`config.mk`:
```
export PLATFORM = sky130hd
export DESIGN_NAME = alu_pipe_acc
export DESIGN_NICKNAME = d
export VERILOG_FILES = /design/src/rtl/alu_pipe_acc.sv
export SDC_FILE = /design/constraint.sdc
export NUM_CORES = 1
export LEC_CHECK = 0
export ABC_AREA = 1
export CAP_MARGIN = 30
export CORE_MARGIN = 5
export CORE_UTILIZATION = 45
export DETAILED_ROUTE_END_ITERATION = 10
export GPL_TIMING_DRIVEN = 0
export PLACE_DENSITY = 0.66
export RECOVER_POWER = 25
export SLEW_MARGIN = 10
export SYNTH_ARGS = -nofsm -noshare
export SYNTH_HDL_FRONTEND = slang
export SYNTH_SLANG_ARGS = --single-unit
export TNS_END_PERCENT = 1
```
`constraint.sdc`:
```
create_clock -name clk -period 2.58 [get_ports clk]
set_clock_uncertainty 0.05 [all_clocks]
set_input_delay 0.387 -clock clk [delete_from_list [all_inputs] [get_ports clk]]
set_output_delay 0.387 -clock clk [all_outputs]
set_load 0.02 [all_outputs]
```
`src/rtl/alu_pipe_acc.sv`:
```
// Two-stage pipelined ALU with accumulator and valid/ready handshakes on both sides.
// Stage 1 registers the operand beat; stage 2 registers the result, flags and out_valid.
module alu_pipe_acc #(
    parameter int               WIDTH   = 4,
    parameter logic [WIDTH-1:0] ACC_RST = '0
) (
    input  logic             clk,
    input  logic             rst,
    input  logic             in_valid,
    output logic             in_ready,
    input  logic [2:0]       code,
    input  logic [WIDTH-1:0] a,
    input  logic [WIDTH-1:0] b,
    output logic             out_valid,
    input  logic             out_ready,
    output logic [WIDTH-1:0] c,
    output logic             carry,
    output logic             zero,
    output logic             ovf,
    output logic [WIDTH-1:0] acc
);

    localparam logic [2:0] OP_AND     = 3'b000;
    localparam logic [2:0] OP_OR      = 3'b001;
    localparam logic [2:0] OP_SUB     = 3'b010;
    localparam logic [2:0] OP_ADD     = 3'b011;
    localparam logic [2:0] OP_XOR     = 3'b100;
    localparam logic [2:0] OP_ACC_ADD = 3'b101;
    localparam logic [2:0] OP_ACC_LD  = 3'b110;
    localparam logic [2:0] OP_ACC_SUB = 3'b111;

    // Returns {carry_or_borrow, signed_overflow, result}.
    function automatic logic [WIDTH+1:0] addsub(input logic signed [WIDTH-1:0] x,
                                                input logic signed [WIDTH-1:0] y,
                                                input logic sub);
        logic [WIDTH:0]          ext;
        logic signed [WIDTH-1:0] r;
        logic                    v;
        ext = sub ? ({1'b0, x} - {1'b0, y}) : ({1'b0, x} + {1'b0, y});
        r   = ext[WIDTH-1:0];
        if (sub)
            v = (x[WIDTH-1] != y[WIDTH-1]) && (r[WIDTH-1] != x[WIDTH-1]);
        else
            v = (x[WIDTH-1] == y[WIDTH-1]) && (r[WIDTH-1] != x[WIDTH-1]);
        return {ext[WIDTH], v, r};
    endfunction

    logic             s1_valid_q, s1_valid_d;
    logic [2:0]       s1_code_q,  s1_code_d;
    logic [WIDTH-1:0] s1_a_q,     s1_a_d;
    logic [WIDTH-1:0] s1_b_q,     s1_b_d;
    logic             out_valid_q, out_valid_d;
    logic [WIDTH-1:0] c_q, c_d;
    logic             carry_q, carry_d;
    logic             zero_q, zero_d;
    logic             ovf_q, ovf_d;
    logic [WIDTH-1:0] acc_q, acc_d;

    logic             accept;
    logic             adv2;
    logic [WIDTH+1:0] as_res;
    logic [WIDTH-1:0] res_c;
    logic             res_carry;
    logic             res_ovf;
    logic             acc_wr;

    assign adv2     = s1_valid_q && (!out_valid_q || out_ready);
    assign in_ready = !rst && (!s1_valid_q || adv2);
    assign accept   = in_valid && in_ready;

    // Result is formed from the S1 beat and the accumulator as it stands at the transfer edge,
    // so a chain of accumulator opcodes reads the value written by its predecessor.
    always_comb begin
        as_res    = '0;
        res_c     = '0;
        res_carry = 1'b0;
        res_ovf   = 1'b0;
        acc_wr    = 1'b0;
        unique case (s1_code_q)
            OP_AND: res_c = s1_a_q & s1_b_q;
            OP_OR:  res_c = s1_a_q | s1_b_q;
            OP_XOR: res_c = s1_a_q ^ s1_b_q;
            OP_SUB, OP_ADD: begin
                as_res = addsub(s1_a_q, s1_b_q, s1_code_q == OP_SUB);
                {res_carry, res_ovf, res_c} = as_res;
            end
            OP_ACC_ADD, OP_ACC_SUB: begin
                as_res = addsub(acc_q, s1_a_q, s1_code_q == OP_ACC_SUB);
                {res_carry, res_ovf, res_c} = as_res;
                acc_wr = 1'b1;
            end
            OP_ACC_LD: begin
                res_c  = s1_a_q;
                acc_wr = 1'b1;
            end
            default: res_c = '0;
        endcase
    end

    always_comb begin
        s1_valid_d  = s1_valid_q;
        s1_code_d   = s1_code_q;
        s1_a_d      = s1_a_q;
        s1_b_d      = s1_b_q;
        out_valid_d = out_valid_q;
        c_d         = c_q;
        carry_d     = carry_q;
        zero_d      = zero_q;
        ovf_d       = ovf_q;
        acc_d       = acc_q;
        if (accept) begin
            s1_valid_d = 1'b1;
            s1_code_d  = code;
            s1_a_d     = a;
            s1_b_d     = b;
        end else if (adv2) begin
            s1_valid_d = 1'b0;
        end
        if (adv2) begin
            out_valid_d = 1'b1;
            c_d         = res_c;
            carry_d     = res_carry;
            zero_d      = (res_c == '0);
            ovf_d       = res_ovf;
            if (acc_wr)
                acc_d = res_c;
        end else if (out_valid_q && out_ready) begin
            out_valid_d = 1'b0;
        end
    end

    // Stage 1 -> stage 2 boundary: control and visible outputs are reset.
    always_ff @(posedge clk or posedge rst) begin
        if (rst) begin
            s1_valid_q  <= 1'b0;
            out_valid_q <= 1'b0;
            c_q         <= '0;
            carry_q     <= 1'b0;
            zero_q      <= 1'b0;
            ovf_q       <= 1'b0;
            acc_q       <= ACC_RST;
        end else begin
            s1_valid_q  <= s1_valid_d;
            out_valid_q <= out_valid_d;
            c_q         <= c_d;
            carry_q     <= carry_d;
            zero_q      <= zero_d;
            ovf_q       <= ovf_d;
            acc_q       <= acc_d;
        end
    end

    // Input capture: operand data is qualified by s1_valid_q and needs no reset.
    always_ff @(posedge clk) begin
        s1_code_q <= s1_code_d;
        s1_a_q    <= s1_a_d;
        s1_b_q    <= s1_b_d;
    end

    assign out_valid = out_valid_q;
    assign c         = c_q;
    assign carry     = carry_q;
    assign zero      = zero_q;
    assign ovf       = ovf_q;
    assign acc       = acc_q;

endmodule

```
==> results.tsv, run 1 <==
metric	value	unit
run status	finished clean	
first-pass GRT wire length	6.42	mm
largest net degree at the start of global routing	15	
Final setup violation count	0	
Power Total	1.26	mW
core area	3940	um^2
Initial Util	0.459	
setup repair after global routing missed its margin	false	
Routed WL per cell	12.0	um
Startpoint Class	flop	
EDFF count, synth	11	
CTS Hold Bufs	0	
H-tree depth	1	
FP Rows	23	
worst r2r dst	zero	
total gr overflow	0	
Iter 0 DRT Violations	69	
max-slew violations	0	
reg2reg setup slack	0.14	ns
I/O Buffers	27	
pre-CTS setup slack	0.0632	ns
Slew headroom	0.485	
Syn Inst Count	239	
initial antenna violation count	0	
Tot GR Track Use	0.156	
ANT cells	0	
Crit Path Category	flop to flop	
Cell Pwr Density	562	nW/um^2
setup slack after layout	0.138	ns
synthesized area per cell	7.58	um^2
count of different cell masters after synthesis	29	
Worst-Margin Slew	0.769	ns
worst reg2reg path depth	14	
first drt pass iteration count	5	
Cells after DPL	316	
Avg Vias per Cell	4.80	
TritonCTS buffer count	3	
Leak	1.17	nW
DRT antenna net count	0	
vias in the first global route	1439	
Seq cells post-synth	24	
Clock Pin Slew Worst Setup and Hold Paths	0.09	ns
Worst Path Max Fanout	5	
maxcap violations	0	
syn nets	274	
Fin Setup TNS	0	ns
crit-path max cell delay	0.46	ns
die width	73.4	um
Root Driver	clkbuf_8	
hpwl dp	3.11	mm
Data required, critical path	2.75	ns
Reg-to-Reg Start	s1_a_q[0]	
Remaining DRCs	0	
Die H	73.4	um
P&R area growth vs syn	23.8	%
Ports	28	
fill count	373	
hold crit path type	primary input to asynchronous set/reset pin	
Final nets	310	
Synth Cell Area	1810	um^2
Worst EP arrival	2.61	ns
f_max	410	MHz
GP Congestion	0.931	
worst-case clock buffer depth	2	
Hold Violations, Final	0	
crit path launch	s1_a_q[0]	
Worst path most repeated cell	nand2_1	
wirelength, routed	3.89	mm
Crit. End Element	flop	
WHS	0.383	ns
CTS tree	built	
crit path max-delay cell type	edfxtp_1	
Period minus WS final	2.44	ns
Synth async-reset ratio	0.542	
clk_lat worst skew	0.27	ns
share of layout cells above drive strength 1	0.0912	
YS warnings	0	
CTS Sinks	24	
Max IR drop VDD	378	uV
CP Cell Sequence	inv_1, ha_1, nand2_1, o21ai_0, fa_1, inv_1, nand2_1, nand3_1, nand2_1, nor2_1, nand3_1, nor2_2, nand3_1, nand2_1	
Main synth FF type	dfrtp_1	
final worst-path cycle share	0.946	
via count	1555	
Non-Filler Instances	324	
DIE AREA	5390	um^2
part of the Yosys area used for sequential elements	0.362	
==> report_power, final <==
group / switching (mW) / internal, mW / total, mW
sequential: 0.0419 / 0.457 / 0.499
clock: 0.118 / 0.136 / 0.255
combinational: 0.287 / 0.221 / 0.508
total: 0.447 / 0.814 / 1.26
==> critical path: cells and delay by family, from the launching register on <==
kind	cells	cell delay, ns
AND/OR/NAND/NOR	9	0.82
flip-flops	1	0.46
buffers and inverters	2	0.24
adder cells (fa/ha/maj)	2	0.69
AO/OA/AOI/OAI	1	0.15
==> cells by family after synthesis <==
logic type      after synthesis  synth area share
simple gates                123             0.299
buf+inv                      50             0.114
flops                        24             0.362
fa+ha+maj                    20             0.147
compound gates               17            0.0539
xor+xnor                      5            0.0242
==> state kept, by name (all words and copies together) (netlist names) <==
name	cells
acc	4
c	4
s1_a_q	4
s1_b_q	4
s1_code_q	3
carry	1
out_valid	1
ovf	1
s1_valid_q	1
zero	1
==> layer usage <==
| layer | share of wire | global-route usage | up-vias |
|---|---|---|---|
| met1 | 0.46 | 0.199 | 686 |
| met2 | 0.48 | 0.264 | 36 |
| met4 | 0.015 | 0.0563 | 0 |
| li1 | - | - | 828 |
| met3 | 0.043 | 0.0287 | 5 |
| met5 | 0 | 0 | - |
==> worst max path at each step <==
| stage | cells after the start | endpoint |
|---|---|---|
| after floorplan | 14 | zero |
| after global placement | 14 | zero |
| after detailed placement | 5 | in_ready |
| after CTS | 5 | in_ready |
| after global routing | 16 | ovf |
| final | 14 | zero |
==> cells in the mapped netlist, types with 2 or more instances <==
cell type,number,share of area
nand2_1,69,0.14
nand4_1,5,0.017
o21ai_1,4,0.011
inv_2,3,0.0062
buf_6,2,0.012
o21ai_0,4,0.011
a21oi_1,4,0.011
dfrtp_1,13,0.18
nand3_1,25,0.069
edfxtp_1,11,0.18
or2_2,2,0.0069
xor2_1,4,0.019
fa_1,2,0.022
nor2_1,15,0.031
inv_1,44,0.091
ha_1,18,0.12
o31ai_1,2,0.0083
==> cells in the final DEF (no fill, tap or decap) <==
master,n
a21boi_0,1
a21oi_1,4
a31oi_1,1
buf_4,5
buf_6,2
clkbuf_8,4
clkdlybuf4s50_1,25
clkinvlp_4,1
dfrtp_1,13
dlygate4sd3_1,2
edfxtp_1,11
fa_1,2
ha_1,18
inv_1,42
inv_2,4
nand2_1,68
nand2_2,1
nand2_4,1
nand3_1,25
nand3_2,1
nand3b_1,1
nand4_1,5
nor2_1,14
nor2_2,1
nor2_4,2
nor3_1,1
o21ai_0,4
o21ai_1,4
o21ai_2,1
o31ai_1,2
or2_0,1
or2_2,2
xnor2_1,1
xor2_1,4
==> final cells by class <==
type / instances / area (um^2) / area share
well taps: 50 / 62.6 / 0.0279
multi-input cells: 165 / 958 / 0.427
clock buffers: 4 / 55.1 / 0.0246
flip-flops and latches: 24 / 656 / 0.292
repair buffers: 31 / 300 / 0.134
plain buffers: 3 / 30.0 / 0.0134
inverters: 47 / 180 / 0.0804
==> per-stage QoR <==
| step | util | instance area [um^2] |
|---|---|---|
| final | 0.569 | 2240 |
| after detailed placement | 0.544 | 2140 |
| after global routing | 0.569 | 2240 |
| after floorplan | - | 1810 |
| after CTS | 0.558 | 2200 |
| after global placement | 0.544 | 2140 |
==> what timing repair did <==
action	4_1_cts	5_1_grt
setup endpoints to repair	0	8
setup buffers	0	4
gates resized for setup	0	5
Note: power is estimated with default switching activity, not from simulation.
==> inputs of run 2 (changes only) <==
HOLD_SLACK_MARGIN = 0.06   (was not set)
MAX_ROUTING_LAYER = met4   (was not set)
==> results.tsv, run 2 (synthesis gave the netlist of run 1 again) <==
metric	value	unit	change
Leak	1.16	nW	-0.68%
most frequent cells in the layout	68 x nand2_1, 43 x inv_1, 25 x nand3_1, 25 x clkdlybuf4s50_1, 18 x ha_1		
Reg-to-Reg Start	s1_a_q[1]		
Fin Setup TNS	0	ns	unchanged
Crit. End Element	output pin		
Worst-Margin Slew	0.772	ns	+0.00314 ns
largest net degree at the start of global routing	15		unchanged
clk_lat worst skew	0.26	ns	about the same
hold crit path type	primary input to asynchronous set/reset pin		
Slew headroom	0.483		-0.00210
worst r2r dst	zero		
Period minus WS final	2.42	ns	-0.0254 ns
Ports	28		unchanged
setup repair after global routing missed its margin	false		
vias in the first global route	1442		+0.21%
via count	1550		-0.32%
Core Util, Final	0.566		-0.00286
Power Total	1.26	mW	about the same
GP Congestion	0.946		+1.6%
core area	3940	um^2	unchanged
Startpoint Class	primary input		
first-pass GRT wire length	6.34	mm	-1.3%
Remaining DRCs	0		unchanged
run status	finished clean		
Avg Vias per Cell	4.81		+0.30%
Non-Filler Instances	322		-0.62%
Final nets	308		-0.65%
Worst EP arrival	1.98	ns	-0.63 ns
first drt pass iteration count	4		-1
most common cell after layout, fill and taps aside	nand2_1		
ANT cells	0		unchanged
die width	73.4	um	unchanged
Iter 0 DRT Violations	72		+4.3%
Routed WL per cell	11.8	um	-1.7%
max-slew violations	0		unchanged
Max IR drop VDD	392	uV	+3.6%
FP Rows	23		unchanged
Initial Util	0.459		unchanged
setup slack after layout	0.164	ns	+0.0254 ns
placed cell area	2140	um^2	unchanged
CTS tree	built		
Data required, critical path	2.14	ns	-0.61 ns
maxcap violations	0		unchanged
P&R area growth vs syn	23.2	%	
hpwl dp	3.06	mm	-1.6%
Root Driver	clkbuf_8		
cell area after layout	2230	um^2	-0.50%
WHS	0.395	ns	+0.0117 ns
worst-case clock buffer depth	2		unchanged
reg2reg setup slack	0.22	ns	+0.08 ns
total gr overflow	0		unchanged
Die H	73.4	um	unchanged
pre-CTS setup slack	0.0717	ns	+0.00850 ns
DRT antenna net count	0		unchanged
DIE AREA	5390	um^2	unchanged
f_max	414	MHz	+1.1%
share of layout cells above drive strength 1	0.0846		-0.00668
I/O Buffers	27		unchanged
Worst Path Max Fanout	14		+9
Crit Path Category	primary input to output pin		
Clock Pin Slew Worst Setup and Hold Paths	0.09	ns	about the same
Final setup violation count	0		unchanged
CTS Hold Bufs	0		unchanged
Hold Violations, Final	0		unchanged
CTS Sinks	24		unchanged
Cell Pwr Density	566	nW/um^2	+0.54%
Cells after DPL	316		unchanged
H-tree depth	1		unchanged
final worst-path cycle share	0.937		-0.00984
initial antenna violation count	0		unchanged
worst reg2reg path depth	14		unchanged
TritonCTS buffer count	3		unchanged
wirelength, routed	3.80	mm	-2.3%
Tot GR Track Use	0.154		-0.00212
run 2: worst max-delay path by stage:
stage	startpoint	to	slack [ns]	cells after the start
finish	rst	in_ready	0.16	5
detailed placement	rst	in_ready	0.07	5
floorplan	s1_a_q[1]	zero	0.44	14
global placement	s1_a_q[1]	zero	0.10	14
global route	s1_code_q[1]	zero	0.006	16
CTS	rst	in_ready	0.06	5
run 2: routing by layer:
| layer | wire length [um] | global-route usage |
|---|---|---|
| met4 | 104 | 0.0584 |
| met1 | 1790 | 0.205 |
| met2 | 1740 | 0.236 |
| met5 | 0 | - |
| met3 | 162 | 0.0246 |
run 2: cell type report:
cell class                      instances  area [um^2]
Fill cell                             367         1710
Multi-Input combinational cell        165          962
Sequential cell                        24          656
Timing Repair Buffer                   29          285
Inverter                               47          180
Tap cell                               50         62.6
Clock buffer                            4         55.1
Buffer                                  3         30.0
run 2: critical path: stages:
cell             delay, ns
clkdlybuf4s50_1       0.52
clkinvlp_4            0.30
nand2_1               0.18
inv_1                 0.05
clkdlybuf4s50_1       0.54
run 2: what timing repair did:
action                     4_1_cts  5_1_grt
gates resized for setup          0        6
setup buffers                    0        2
hold endpoints to repair         0        0
setup endpoints to repair        0        6
run 2: power breakdown:
| group | switching [mW] | leakage (nW) | total (mW) | internal, mW |
|---|---|---|---|---|
| combinational | 0.288 | 0.864 | 0.509 | 0.221 |
| sequential | 0.0408 | 0.266 | 0.498 | 0.457 |
| clock | 0.119 | 0.0288 | 0.255 | 0.136 |
| total | 0.448 | 1.16 | 1.26 | 0.814 |
==> inputs of run 3 (changes only) <==
ABC_CLOCK_PERIOD_IN_PS = 2580   (was not set)
==> results of run 3 <==
Final layout, timing and power as in run 2 (identical DEF).
